===== src/rtl/traffic_light_monitor.sv =====
// traffic_light_monitor: watches two lamp heads for encoding, conflict, sequence and dwell faults.
// Define MONITOR_FLASH_EN to make flash_red blink every FLASH_HALF cycles in FAULT instead of holding 1.
module traffic_light_monitor #(
    parameter int MIN_GREEN  = 10,
    parameter int MIN_YELLOW = 3,
    parameter int MAX_DWELL  = 40,
    parameter int FLASH_HALF = 4
) (
    input  logic       clk,
    input  logic       rst,
    input  logic [2:0] NS_light,
    input  logic [2:0] EW_light,
    input  logic       fault_clr,
    output logic       fault,
    output logic [2:0] fault_code,
    output logic       flash_red,
    output logic [7:0] cycle_count
);
    typedef enum logic [1:0] {INIT, RUN, FAULT} state_t;
    localparam logic [2:0] RED = 3'b100, YEL = 3'b010, GRN = 3'b001;
    state_t     st;
    logic [1:0] pat;
    logic [7:0] dwell;
    logic [7:0] flash_cnt;
    logic       first;
    logic       gr, yr, rg, ry, legal, run, hold, succ, enc_bad, conf_bad, short_bad, flash_wrap;
    logic [1:0] pidx;
    logic [2:0] code;
    always_comb begin
        gr = NS_light == GRN && EW_light == RED;
        yr = NS_light == YEL && EW_light == RED;
        rg = NS_light == RED && EW_light == GRN;
        ry = NS_light == RED && EW_light == YEL;
        legal = gr | yr | rg | ry;
        pidx = gr ? 2'd0 : yr ? 2'd1 : rg ? 2'd2 : 2'd3;
        run = st == RUN;
        hold = legal && pidx == pat;
        succ = legal && pidx == pat + 2'd1;
        enc_bad = !$onehot(NS_light) || !$onehot(EW_light);
        conf_bad = NS_light != RED && EW_light != RED;
        // pattern index bit 0 marks the yellow phases (YR, RY)
        short_bad = succ && !first && (pat[0] ? dwell < 8'(MIN_YELLOW) : dwell < 8'(MIN_GREEN));
        code = (st == FAULT) ? 3'd0 :
               enc_bad ? 3'd1 :
               conf_bad ? 3'd2 :
               (run && !hold && !succ) ? 3'd3 :
               (run && short_bad) ? 3'd4 :
               (run && hold && dwell == 8'(MAX_DWELL)) ? 3'd5 : 3'd0;
        flash_wrap = flash_cnt == 8'(FLASH_HALF - 1);
    end
    always_ff @(posedge clk) begin
        if (rst) begin
            st          <= INIT;
            fault       <= 1'b0;
            fault_code  <= 3'd0;
            flash_red   <= 1'b0;
            cycle_count <= 8'd0;
            dwell       <= 8'd0;
            flash_cnt   <= 8'd0;
            pat         <= 2'd0;
            first       <= 1'b0;
        end else if (code != 3'd0) begin
            st         <= FAULT;
            fault      <= 1'b1;
            fault_code <= code;
            flash_red  <= 1'b1;
            flash_cnt  <= 8'd0;
        end else begin
            case (st)
                INIT: if (legal) begin
                    st    <= RUN;
                    pat   <= pidx;
                    dwell <= 8'd1;
                    first <= 1'b1;
                end
                RUN: if (succ) begin
                    pat   <= pidx;
                    dwell <= 8'd1;
                    first <= 1'b0;
                    if (pat == 2'd3) cycle_count <= cycle_count + 8'd1;
                end else begin
                    dwell <= (dwell == 8'hFF) ? dwell : dwell + 8'd1;
                end
                FAULT: if (fault_clr) begin
                    st         <= INIT;
                    fault      <= 1'b0;
                    fault_code <= 3'd0;
                    flash_red  <= 1'b0;
                    dwell      <= 8'd0;
                    flash_cnt  <= 8'd0;
                end else begin
                    flash_cnt <= flash_wrap ? 8'd0 : flash_cnt + 8'd1;
`ifdef MONITOR_FLASH_EN
                    flash_red <= flash_wrap ? ~flash_red : flash_red;
`else
                    flash_red <= 1'b1;
`endif
                end
                default: st <= INIT;
            endcase
        end
    end
endmodule


===== config.mk =====
export PLATFORM = sky130hd
export DESIGN_NAME = traffic_light_monitor
export DESIGN_NICKNAME = d
export VERILOG_FILES = /design/src/rtl/traffic_light_monitor.sv
export SDC_FILE = /design/constraint.sdc
export NUM_CORES = 1
export LEC_CHECK = 0
export ABC_AREA = 1
export BUFFER_PORTS_ARGS = -buffer_cell sky130_fd_sc_hd__buf_4
export CORE_AREA = 2 2 60 62
export CTS_CLUSTER_DIAMETER = 80
export DETAILED_ROUTE_END_ITERATION = 6
export DIE_AREA = 0 0 62 64
export PLACE_DENSITY = 0.79
export SLEW_MARGIN = 20
export SYNTH_ARGS = -nofsm -noshare
export SYNTH_HDL_FRONTEND = slang
export SYNTH_SLANG_ARGS = --single-unit

===== constraint.sdc =====
create_clock -name clk -period 2.48 [get_ports clk]
set_input_delay 0.248 -clock clk [delete_from_list [all_inputs] [get_ports clk]]
set_output_delay 0.248 -clock clk [all_outputs]
set_load 0.1 [all_outputs]

==> impl_metrics.json, run 1 <==
{
  "rows": 21,
  "synth_common_cells": "nand2_1, inv_1, nor2_1, dfxtp_1, nand4_1",
  "first_global_vias": 1742,
  "whs_ps": 156,
  "gp_congestion": 0.873,
  "cts_resized": 0,
  "cts-root-buf": "clkbuf_4",
  "cts_setup_buffers": 0,
  "setup-violations-final": 0,
  "ys_ff_latch": 26,
  "max-vdd-ir-drop_uv": 398,
  "placed_area_um2": 2040,
  "top_usage_layer": "met2",
  "cts_tree": "yes",
  "die_area_um2": 3970,
  "antenna_found_initial": 0,
  "dp_hpwl_mm": 3.11,
  "fp.dieW_um": 62,
  "grt_pass1_wl_mm": 7.09,
  "cts_buffers": 3,
  "grt_util_met3_pct": 4.86,
  "drc": 0,
  "coreArea_um2": 3280,
  "skew_ps": 4.15,
  "grt_usage_pct": 23.0,
  "vias_per_cell": 5.21,
  "critPathSlowestCell": "dfxtp_1",
  "wire_per_inst_um": 11.7,
  "cts_buffer_depth": 2,
  "max_slew_margin_pct": 64.1,
  "final_area_um2": 2090,
  "synthXorXnorAreaFrac_pct": 3.35,
  "area_growth_pct": 14.1,
  "grt_max_degree": 17,
  "crit_path_end_kind": "flip-flop",
  "synth-compound-area-share_pct": 7.93,
  "grt_use_met2_pct": 37.5,
  "report.power.total_mw": 1.19,
  "synth_area_leaders": "dfxtp_1, nand2_1, inv_1",
  "synth_edf_count": 0,
  "io_pins": 22,
  "synthAdderAreaFrac_pct": 7.66,
  "crit_chain": "inv_1, ha_1, nand4_1, nor4_1, nand3_1, nand2_1, o21ai_2, buf_4, nand3_1, nand2_1, nand2_1, nor2_1",
  "finalSetupTns_ps": 0,
  "cp_data_arrival_time_ps": 2360,
  "yosysTopAreaCell": "dfxtp_1",
  "max_slew.worst_pin.slew_ps": 538,
  "period_needed_ps": 2110,
  "ys_warn_count": 0,
  "period_share_pct": 85.1,
  "synthSimpleGateAreaFrac_pct": 41.6,
  "nets": 321,
  "crit_type": "flip-flop to flip-flop",
  "rsz0062_at_grt": "no",
  "met1_usage_pct": 29.3,
  "required_ps": 2730,
  "cpMostUsedCell": "nand2_1",
  "wirelength_mm": 4.05,
  "seq_area_frac_synth_pct": 28.4,
  "num_vias": 1808,
  "synth_nets": 297,
  "fill_cells": 302,
  "critPathMaxStageDelay_ps": 370,
  "synthFlopType": "dfxtp_1",
  "startpoint_type": "flip-flop",
  "h-tree-depth": 1,
  "power_leakage_nw": 1.04,
  "hold_viol": 0,
  "dieHeight_um": 64,
  "path_buf_inv": 2,
  "path_clk_slew_ps": 160,
  "synth_top_family_by_area": "simple AND/OR/NAND/NOR gates",
  "async_flop_share_pct": 0,
  "p_per_area_nw_per_um2": 571,
  "initial_core_util_pct": 55.7,
  "syn_inst": 278,
  "post-route-util_pct": 63.6,
  "drt-pass1-iter-count": 4,
  "dp_cells": 343,
  "finalMaxSlewViolations": 0,
  "synth_area_um2": 1830,
  "yosysMostFrequentCell": "nand2_1",
  "holdBufCountCts": 0,
  "rrSetupSlack_ps": 370,
  "synth.top_cell.area_share_pct": 28.4,
  "fmax_mhz": 474,
  "cts.sinks": 26,
  "hold_path_class": "primary input to flip-flop",
  "dpl_worst_slack_ps": 307,
  "overflow": 0,
  "layout_setup_ws_ps": 370,
  "postRouteAntennaNets": 0,
  "final_cells": 347,
  "avgSynthCellArea_um2": 6.58,
  "drtIter0Drc": 166,
  "io_buffers": 21,
  "diodes": 0,
  "crit_family": "simple AND/OR/NAND/NOR gates",
  "status": "finished clean",
  "max_cap_viol_count": 0,
  "synth_mux_area_share_pct": 0,
  "path_max_fanout": 10,
  "clk_latency_ps": 330,
  "drive_above_1_share_pct": 15.3,
  "yosysUniqueCellTypes": 32
}
-- power by group --
part | total [mW] | internal [mW] | leakage (nW) | switching (mW)
sequential | 0.488 | 0.456 | 0.212 | 0.0319
combinational | 0.401 | 0.130 | 0.797 | 0.271
clock | 0.303 | 0.163 | 0.0279 | 0.139
total | 1.19 | 0.750 | 1.04 | 0.442
-- state kept, by name, summed over array words and instances, names as in the netlist --
name and flops:
cycle_count 8, dwell 8, fault 1, fault_code 3, first 1, flash_red 1, pat 2, st 2
-- worst paths after layout --
path                    endpoint  cells after the start          start
hold / removal    cycle_count[5]                      2            rst
setup reg to reg           first                     12          st[1]
hold reg to reg    fault_code[1]                      2  fault_code[1]
setup / recovery           first                     12          st[1]
-- layer usage --
| metal | share of wire, % | vias to the layer above | routed length [µm] |
|---|---|---|---|
| met4 | 1.1 | 0 | 44 |
| met5 | 0 | - | 0 |
| met3 | 2.8 | 4 | 114 |
| met2 | 48 | 28 | 1960 |
| li1 | - | 940 | - |
| met1 | 48 | 836 | 1930 |
-- cells in the final DEF (no fill, tap or decap), types with 2 or more instances in the layout --
master    synthesis  routed
or2_2             2       2
a21oi_1          12      12
inv_2             2       2
nand3_4           2       2
nand3_1          14      14
ha_1              8       8
dfxtp_1          26      26
inv_1            41      41
clkbuf_4          0       3
buf_4             0      25
fa_1              2       2
nor2_1           32      32
a211oi_1          2       2
nand4_1          21      21
nor3_1            3       3
o21ai_0           7       7
xnor2_1           3       3
nand2_1          73      73
nand2_2           6       6
o22ai_1           2       2
xor2_1            4       4
-- area by class of cell --
type / instances / area [µm²] / share of cell area (%)
flip-flops and latches: 26 / 520 / 24.9
clock inverters: 1 / 30.0 / 1.44
inverters: 43 / 161 / 7.73
well taps: 46 / 57.6 / 2.76
multi-input cells: 203 / 1110 / 53.1
clock buffers: 3 / 22.5 / 1.08
repair buffers: 25 / 188 / 8.99
-- cell families after synthesis --
group,Yosys count
flip-flops,26
buffers and inverters,49
AO/OA/AOI/OAI,26
XOR/XNOR,7
adder cells (fa/ha/maj),10
AND/OR/NAND/NOR,160
(Power assumes the default switching activity.)
==> run 2, diff against run 1 <==
--- a/config.mk
+++ b/config.mk
@@ -7,11 +7,12 @@
 export LEC_CHECK = 0
 export ABC_AREA = 1
 export BUFFER_PORTS_ARGS = -buffer_cell sky130_fd_sc_hd__buf_4
-export CORE_AREA = 2 2 60 62
+export CORE_AREA = 2 2 71 73
 export CTS_CLUSTER_DIAMETER = 80
 export DETAILED_ROUTE_END_ITERATION = 6
-export DIE_AREA = 0 0 62 64
-export PLACE_DENSITY = 0.79
+export DIE_AREA = 0 0 73 75
+export PLACE_DENSITY = 0.6
+export REMOVE_ABC_BUFFERS = 1
 export SLEW_MARGIN = 20
 export SYNTH_ARGS = -nofsm -noshare
 export SYNTH_HDL_FRONTEND = slang
==> impl_metrics.json, run 2 (synthesis gave the netlist of run 1 again) <==
{
  "antenna_found_initial": 0,
  "drive_above_1_share_pct": 15.3,
  "area_growth_pct": 16.3,
  "drc": 0,
  "wire_per_inst_um": 11.3,
  "cts_setup_buffers": 0,
  "status": "finished clean",
  "drt-pass1-iter-count": 4,
  "dieHeight_um": 75,
  "vias_per_cell": 4.91,
  "period_share_pct": 82.8,
  "cts-root-buf": "clkbuf_8",
  "diodes": 0,
  "layout_common_cells": "nand2_1, inv_1, nor2_1, dfxtp_1, buf_4",
  "period_needed_ps": 2050,
  "crit_type": "flip-flop to flip-flop",
  "drtIter0Drc": 96,
  "cts_tree": "yes",
  "clk_latency_ps": 270,
  "postRouteAntennaNets": 0,
  "gp_congestion": 0.833,
  "post-route-util_pct": 45.7,
  "power_leakage_nw": 1.05,
  "num_vias": 1743,
  "finalSetupTns_ps": 0,
  "cts_buffer_depth": 2,
  "grt_max_degree": 22,
  "h-tree-depth": 1,
  "setup-violations-final": 0,
  "die_area_um2": 5480,
  "grt_pass1_wl_mm": 7.13,
  "overflow": 0,
  "finalMaxSlewViolations": 0,
  "max-vdd-ir-drop_uv": 278,
  "nets": 321,
  "multi_input_area_um2": 1110,
  "holdBufCountCts": 0,
  "path_clk_slew_ps": 100,
  "register_area_um2": 520,
  "cts.sinks": 26,
  "p_per_area_nw_per_um2": 588,
  "rows": 25,
  "path_max_fanout": 21,
  "max_cap_viol_count": 0,
  "dp_hpwl_mm": 3.02,
  "rsz0062_at_grt": "no",
  "cts_buffers": 3,
  "coreArea_um2": 4660,
  "first_global_vias": 1598,
  "cp_data_arrival_time_ps": 2230,
  "final_common_cell": "nand2_1",
  "fmax_mhz": 487,
  "hold_viol": 0,
  "grt_usage_pct": 16.4,
  "max_slew.worst_pin.slew_ps": 549,
  "required_ps": 2650,
  "startpoint_type": "flip-flop",
  "crit_path_end_kind": "flip-flop",
  "initial_core_util_pct": 39.3,
  "fill_cells": 476,
  "max_slew_margin_pct": 63.4,
  "cts_resized": 0,
  "reg_top3": "cycle_count: 8 flops, dwell: 8 flops, fault_code: 3 flops",
  "io_pins": 22,
  "wirelength_mm": 4.02,
  "skew_ps": 6.69,
  "hold_path_class": "primary input to flip-flop",
  "io_buffers": 21,
  "fp.dieW_um": 73
}
## run 2: routing by layer
layer  vias up  GRT usage, %  routed length (µm)
met1       766          22.0                1930
met2        38          27.8                1870
met4         0          2.47                  14
li1        937             -                   -
met5         -             0                   0
met3         2          3.21                 204
## run 2: power breakdown
part           internal (mW)  leakage, nW  total [mW]  switching, mW
clock                  0.216       0.0357       0.358          0.142
sequential             0.456        0.212       0.487         0.0306
combinational          0.136        0.802       0.409          0.272
total                  0.809         1.05        1.25          0.445
## run 2: final timing paths
path / startpoint / endpoint / slack [ps] / cells after the start
setup / recovery: st[1] / pat[0] / 430 / 14
hold / removal: rst / fault_code[1] / 220 / 2
setup reg to reg: st[1] / pat[0] / 430 / 14
hold reg to reg: fault_code[2] / fault_code[2] / 500 / 2
## run 2: area by class of cell
| type | count | share of cell area, % |
|---|---|---|
| timing repair buffer | 25 | 9.40 |
| sequential | 26 | 24.4 |
| inverter | 43 | 7.58 |
| clock buffer | 3 | 1.94 |
| multi-input combinational | 203 | 52.1 |
| clock inverter | 1 | 1.41 |
| tap | 54 | 3.17 |
## run 2: stage by stage
step	instances	total power, mW	area (µm²)	hold WS (ps)	setup slack, ps
after floorplan	272	0.791	1790	317	268
after global placement	351	0.906	2060	485	338
after detailed placement	351	0.906	2060	484	296
after CTS	355	1.27	2130	209	389
after global routing	355	1.35	2130	204	215
final	355	1.25	2130	218	426
## run 2: critical path, cell delays in order (launching register included)
cell and delay (ps):
dfxtp_1 360, inv_1 90, ha_1 210, nand4_1 110
nor4_1 230, nand3_1 150, nand2_1 90, nand2_1 50
nand2_1 60, nand2_1 80, buf_12 170, nand3_1 180
nand2_1 70, nand2_1 60, nor2_1 50
